`src/rtl/uart_bus_master.sv`:
```
// UART-driven debug bus master: turns 'W'/'R' byte frames from the host into single
// 32-bit soc_if accesses and streams the reply bytes back to the UART transmitter.
module uart_bus_master #(
    parameter int RX_TMO_CYC = 1_000_000,
    parameter int TMO_W      = 20
) (
    input  logic        clk,
    input  logic        arst_n,
    input  logic        rx_vld,
    input  logic [7:0]  rx_data,
    output logic        tx_vld,
    input  logic        tx_rdy,
    output logic [7:0]  tx_data,
    output logic        bus_vld,
    input  logic        bus_rdy,
    output logic [31:0] bus_addr,
    output logic [3:0]  bus_we,
    output logic [31:0] bus_wdat,
    input  logic [31:0] bus_rdat,
    output logic        err_ovr,
    output logic        err_tmo
);

    typedef enum logic [2:0] {IDLE, ADDR, WDAT, BUS, RESP} state_t;

    localparam logic [7:0]       OP_WR    = 8'h57;
    localparam logic [7:0]       OP_RD    = 8'h52;
    localparam logic [7:0]       RPL_OK   = 8'h4B;
    localparam logic [7:0]       RPL_BAD  = 8'h3F;
    localparam logic [TMO_W-1:0] TMO_LAST = TMO_W'(RX_TMO_CYC - 1);

    state_t            state, state_nxt;
    logic              is_wr;
    logic [1:0]        byte_cnt;
    logic [31:0]       addr, wdat, resp;
    logic [1:0]        resp_left;
    logic [TMO_W-1:0]  tmo_cnt;
    logic              in_frame, tmo_hit, tx_fire, op_ok;

    assign in_frame = (state == ADDR) || (state == WDAT);
    // A byte arriving on the expiry cycle wins over the timeout.
    assign tmo_hit  = in_frame && !rx_vld && (tmo_cnt == TMO_LAST);
    assign tx_fire  = tx_vld && tx_rdy;
    assign op_ok    = (rx_data == OP_WR) || (rx_data == OP_RD);

    assign tx_vld   = (state == RESP);
    assign tx_data  = resp[31:24];
    assign bus_vld  = (state == BUS);
    assign bus_addr = addr;
    assign bus_wdat = wdat;
    assign bus_we   = (state == BUS && is_wr) ? 4'hF : 4'h0;

    always_ff @(posedge clk or negedge arst_n) begin
        if (!arst_n) begin
            state <= IDLE;
        end else begin
            state <= state_nxt;
        end
    end

    always_comb begin
        state_nxt = state;
        case (state)
            IDLE: begin
                if (rx_vld) begin
                    state_nxt = op_ok ? ADDR : RESP;
                end
            end
            ADDR: begin
                if (tmo_hit) begin
                    state_nxt = IDLE;
                end else if (rx_vld && byte_cnt == 2'd3) begin
                    state_nxt = is_wr ? WDAT : BUS;
                end
            end
            WDAT: begin
                if (tmo_hit) begin
                    state_nxt = IDLE;
                end else if (rx_vld && byte_cnt == 2'd3) begin
                    state_nxt = BUS;
                end
            end
            BUS: begin
                if (bus_rdy) begin
                    state_nxt = RESP;
                end
            end
            RESP: begin
                if (tx_fire && resp_left == 2'd0) begin
                    state_nxt = IDLE;
                end
            end
            default: state_nxt = IDLE;
        endcase
    end

    // Frame fields shift in MSB first; byte_cnt wraps to 0 after the 4th byte,
    // which is exactly the start count the data phase needs.
    always_ff @(posedge clk or negedge arst_n) begin
        if (!arst_n) begin
            is_wr     <= 1'b0;
            byte_cnt  <= 2'd0;
            addr      <= 32'h0;
            wdat      <= 32'h0;
            resp      <= 32'h0;
            resp_left <= 2'd0;
        end else begin
            case (state)
                IDLE: begin
                    if (rx_vld) begin
                        is_wr    <= (rx_data == OP_WR);
                        byte_cnt <= 2'd0;
                        if (!op_ok) begin
                            resp      <= {RPL_BAD, 24'h0};
                            resp_left <= 2'd0;
                        end
                    end
                end
                ADDR: begin
                    if (rx_vld) begin
                        addr     <= {addr[23:0], rx_data};
                        byte_cnt <= byte_cnt + 2'd1;
                    end
                end
                WDAT: begin
                    if (rx_vld) begin
                        wdat     <= {wdat[23:0], rx_data};
                        byte_cnt <= byte_cnt + 2'd1;
                    end
                end
                BUS: begin
                    if (bus_rdy) begin
                        resp      <= is_wr ? {RPL_OK, 24'h0} : bus_rdat;
                        resp_left <= is_wr ? 2'd0 : 2'd3;
                    end
                end
                RESP: begin
                    if (tx_fire) begin
                        resp      <= {resp[23:0], 8'h0};
                        resp_left <= resp_left - 2'd1;
                    end
                end
                default: ;
            endcase
        end
    end

    // The idle counter only runs between bytes of a frame; sticky flags clear on reset only.
    always_ff @(posedge clk or negedge arst_n) begin
        if (!arst_n) begin
            tmo_cnt <= '0;
            err_tmo <= 1'b0;
            err_ovr <= 1'b0;
        end else begin
            if (in_frame && !rx_vld && !tmo_hit) begin
                tmo_cnt <= tmo_cnt + 1'b1;
            end else begin
                tmo_cnt <= '0;
            end
            if (tmo_hit) begin
                err_tmo <= 1'b1;
            end
            if (rx_vld && (state == BUS || state == RESP)) begin
                err_ovr <= 1'b1;
            end
        end
    end

endmodule

```
`config.mk`:
```
export PLATFORM = sky130hd
export DESIGN_NAME = uart_bus_master
export DESIGN_NICKNAME = d
export VERILOG_FILES = /design/src/rtl/uart_bus_master.sv
export SDC_FILE = /design/constraint.sdc
export NUM_CORES = 1
export LEC_CHECK = 0
export ABC_CLOCK_PERIOD_IN_PS = 3200
export BUFFER_PORTS_ARGS = -buffer_cell sky130_fd_sc_hd__buf_2
export CAP_MARGIN = 5
export CORE_UTILIZATION = 40
export CTS_CLUSTER_DIAMETER = 100
export DETAILED_ROUTE_END_ITERATION = 6
export PLACE_DENSITY = 0.67
export SETUP_SLACK_MARGIN = 0.1
export SLEW_MARGIN = 10
export SYNTH_ARGS = -nofsm -noshare
export SYNTH_HDL_FRONTEND = slang
export SYNTH_SLANG_ARGS = --single-unit
```
`constraint.sdc`:
```
create_clock -name clk -period 3.2 [get_ports clk]
set_clock_uncertainty 0.2 [all_clocks]
set_input_delay 0.16 -clock clk [delete_from_list [all_inputs] [get_ports clk]]
set_output_delay 0.16 -clock clk [all_outputs]
set_load 0.005 [all_outputs]
```
* After elaboration in Yosys (flattened, before gate mapping)
Index checks and enable logic that the tools add are counted.
Operators by class: add/subtract/negate cells 3, equal/unequal tests 16, muxes and demuxes 27, reduce and logical (&&, ||, !) cells 24
Operators with widths (number):
- 32-bit 2-to-1 mux | 5
- 32-bit case mux with 3 select lines | 1
- 3-bit 2-to-1 mux | 8
- 20-bit by 1-bit adder with 20-bit output, second input constant | 1
- 20-bit equality test, second input constant | 1
- 20-bit 2-to-1 mux | 1
- 8-bit by 7-bit equality test with 1-bit output, second input constant | 2
- 3-bit case mux with 5 select lines | 1
- 2-bit 2-to-1 mux | 7
- 5-bit AND reduction | 2
- 1-bit logical AND | 8
- 2-bit by 1-bit != test with 1-bit output, second input constant | 4
- 3-bit by 2-bit equality test with 1-bit output, second input constant | 2
- 3-bit by 2-bit != test with 1-bit output, second input constant | 2
- 2-bit case mux with 3 select lines | 1
- 2-bit AND reduction | 3
- 4-bit 2-to-1 mux | 1
- 2-bit != test, second input constant | 2
- 2-bit case mux with 2 select lines | 1
- 3-bit by 1-bit equality test with 1-bit output, second input constant | 1
- 3-bit equality test, second input constant | 1
- 3-bit logical NOT | 1
- 1-bit logical OR | 3
- 3-bit AND reduction | 1
- other kinds (9) | 10
Storage, ports and cells: register bits 126, input port bits 45, output and inout port bits 80, logic and storage cells 80

* Logic depth before layout (Yosys ltp)
depth in word-level cells 7, gate-level depth with buffers 8, mapped depth without buffers 6

* Least setup slack after synthesis
OpenSTA, ideal clock, no wires.
path kind register -> register, start reg tmo_cnt[0], end reg state[1], library setup time 0.125 ns, arrival 1.884 ns, data required time 2.875 ns, slack 0.992 ns, stages on the path, launching flop included 7, buffers on the path 0, period minus slack after synthesis 2.208 ns, path through dfrtp_1 ha_1 nand3_2 or4_4 nor3_1 and2b_1 mux2_2
Between the ends: longest elaborated chain between the ends 4, elaborated cells on any way between the ends 8, those cells by class eq/ne: 3; mux: 3; reduce/logical: 2
RTL lines:
- from (decl) | RTL line 37 | logic [TMO_W-1:0] tmo_cnt;
- from (signal assigned) | RTL line 156 | tmo_cnt <= tmo_cnt + 1'b1;
- 20-bit equality test (*) | RTL line 42 | assign tmo_hit = in_frame && !rx_vld && (tmo_cnt == TMO_LAST);
- 1-bit logical AND (*) | RTL line 42
- 3-bit by 2-bit != test with 1-bit output (no source line), or another cell as far along
- 5-bit AND reduction (no source line) / 3-bit case mux with 5 select lines (equally long branches)
- to (signal assigned) | RTL line 57 | state <= state_nxt;
- to (decl) | RTL line 32 | state_t state, state_nxt;
Mark *: on every way between the ends. The rest lies on a longest branch, timed or not. A chain may end at the register's enable or synchronous reset.

* Final worst setup path
start in rx_data[3], end reg is_wr
Between the ends: longest elaborated chain between the ends 1
RTL lines:
- from (decl) | RTL line 10 | input logic [7:0] rx_data,
- 8-bit by 7-bit equality test with 1-bit output | RTL line 111 | is_wr <= (rx_data == OP_WR);
- to (signal assigned) | RTL line 111
- to (decl) | RTL line 33 | logic is_wr;
Every way passes these cells.

==> summary.txt <==
Clocking
  • H-tree depth: 4
  • CTS Buffer Depth: 2
  • # resized after CTS: 0
  • Post-CTS setup buffers: 0
  • Root Buffer: clkbuf_16
  • CTS tree: done
  • Worst-path clk slew: 0.05 ns
  • TritonCTS Sinks: 126
  • Skew-Pair Late Insertion Delay: 0.41 ns
  • Num CTS Buffers: 17

Detailed routing
  • # DRC: 0
  • Vias: 4032
  • Initial DRC count: 183
  • Post-DR wirelength/cell: 14.7 um
  • DRT Pass-1 Iters: 5
  • Post-DRT Antenna Nets: 0
  • Vias per cell: 4.98
  • DRT Wirelength: 11.9 mm

Logic synthesis
  • Ys Warns: 0
  • Post-synth ARST share: 1.00
  • Mapped cell area: 5400 um2
  • XOR/XNOR Fraction of Synth Area: 0.0308
  • Post-synth net total: 509
  • Gate Count Post-Synth: 461
  • Commonest register cell after synthesis: dfrtp_1
  • Largest family of logic cells by synthesized area: multiplexers
  • Synth area leader: dfrtp_1
  • Adder-cell share of the synthesized area: 0.00696
  • Post-synthesis simple-gate area fraction: 0.106
  • Sequential-to-total area share from yosys stat: 0.584
  • Synth top area cells: dfrtp_1 (58%), mux2_2 (14%), nand2_1 (3.9%)
  • Post-synth top area share: 0.584
  • Compound-gate portion of the synthesized area: 0.0955
  • Synthesized area per cell: 11.7 um2
  • Netlist cell types: 42
  • Proportion of synthesized area in mux cells: 0.138
  • Dominant cell by count in the synthesized netlist: dfrtp_1
  • Most common library cells after synthesis: dfrtp_1 (126), mux2_2 (66), nand2_1 (56)
  • #FFs+latches synth: 126
  • Number of synthesized flops with an enable pin: 0

GRT
  • Pin count of the biggest net entering global routing: 73
  • Vias in the first global route: 4059
  • First-pass GRT wire length: 20.3 mm
  • GRT overflow: 0
  • Gr usage total: 0.185
  • Initial antenna violation count: 0

Finish
  • Design Area, Final: 7260 um2
  • Fill count: 1083
  • Multi-input logic area: 2060 um2
  • FF/Latch Area: 3150 um2
  • Nets: 669
  • Fin cells: 810
  • Layout area overhead: 34.6%
  • ANT cells: 0
  • Share of cells above drive strength 1: 0.379

Setup path
  • Worst Path Arrival: 2.97 ns
  • Crit path max fanout: 3
  • CP Data Required Time: 3.34 ns
  • Kind of critical path: in2reg
  • Crit end category: flip-flop
  • Reg2Reg Depth: 6
  • Crit start category: primary input

Power
  • Power per cell area: 727 nW/um2
  • Peak supply drop: 0.000352 V
  • P_leak: 3.53 nW

Placement
  • Cells after DPL: 733
  • Pre-CTS setup slack: 0.746 ns
  • Post-detail-place hpwl: 7.66 mm
  • Port buffer count: 124
  • DP Area: 6150 um2
  • Placer Congestion: 0.807

Floorplan
  • CORE AREA: 13200 um2
  • Die height: 118 um
  • Initial Util: 0.409
  • Die width: 118 um
  • Die Area: 14000 um2
  • Row Count: 42
  • I/O Pins: 125

Min path
  • HP Class: in2async

Flow run
  • Max Cap Viol: 0

STA
  • Fin. max-slew vios: 0
  • Final worst-path cycle share: 0.885
  • Achievable Freq: 0.353 GHz
  • Worst Tran Pin Value: 1.01 ns
  • Final worst slack: 0.369 ns
  • Final hold vios: 0
  • Setup TNS Final: 0 ns
  • Min Clock Period, post-route: 2.83 ns
  • RSZ-0062 raised after global routing: no
  • Max_slew headroom: 0.321
  • Setup Viol. Count Final: 0

Run status
  • Status: complete, no violations
layout by cell type, fill, tap and decap left out, drive strengths merged, types with 6 or more instances in the layout:
master,netlist,final
nand2,56,56
a22oi,17,17
xnor2,8,8
buf,20,132
clkbuf,16,21
xor2,11,11
o21ai,38,38
nand4,7,7
nor3,6,6
dlygate4sd3,0,45
dfrtp,126,126
nor2,30,30
mux2,66,66
inv,6,8
nand3,8,8
sequential cells by signal (all words and copies together) (netlist names):
name       flops
err_tmo        1
bus_addr      32
resp_left      2
err_ovr        1
resp          32
tmo_cnt       20
state          3
byte_cnt       2
bus_wdat      32
is_wr          1
timing repair:
action	in CTS	in global routing
hold buffers	45	0
hold endpoints to repair	107	0
setup endpoints to repair	0	0
cell type report:
cell class	count	share of cell area
Sequential cell	126	0.434
Multi-Input combinational cell	293	0.284
Timing Repair Buffer	177	0.158
Clock buffer	21	0.0662
Tap cell	176	0.0303
Clock inverter	11	0.0246
Inverter	6	0.00310
metal layers:
layer	global-route usage	vias to the layer above	part of all wire
met4	0.0601	0	0.015
met1	0.241	1961	0.44
met5	0	-	0
met2	0.294	121	0.50
li1	-	1936	-
met3	0.0545	14	0.052
through the flow:
stage	power (mW)	utilization	hold WS [ns]
floorplan	2.77	-	-0.336
global placement	3.13	0.466	0.0513
detailed placement	3.18	0.466	0.0649
CTS	5.33	0.550	0.157
global route	5.56	0.550	0.215
finish	5.28	0.550	0.167
power by group:
part,internal [mW],switching [mW]
registers,1.82,0.190
logic,0.524,0.654
clock network,1.40,0.695
kinds of logic (layout without fill, tap and decap cells):
logic type      after synthesis  after routing
flops                       126            126
xor+xnor                     19             19
fa+ha+maj                     3              3
simple gates                124            124
mux                          66             66
buf+inv                      42            215
compound gates               81             81
worst max-delay path, cell delays in order:
cell and delay (ns):
dlygate4sd3_1 0.53, buf_2 0.14, nor4bb_1 0.52, buf_4 0.22, nand4_1 0.08, dlygate4sd3_1 0.57
o21ai_0 0.16, dlygate4sd3_1 0.59
worst paths after layout:
path                       startpoint           end  slack, ns
max in group asynchronous      arst_n   tmo_cnt[16]       1.81
setup / recovery           rx_data[3]         is_wr       0.37
min in group clk              bus_rdy      state[2]       0.18
setup reg to reg             state[2]      resp[20]       0.69
hold / removal                 arst_n  bus_addr[17]       0.17
hold reg to reg               err_tmo       err_tmo       0.27
Power figures use the tool's default switching activity.
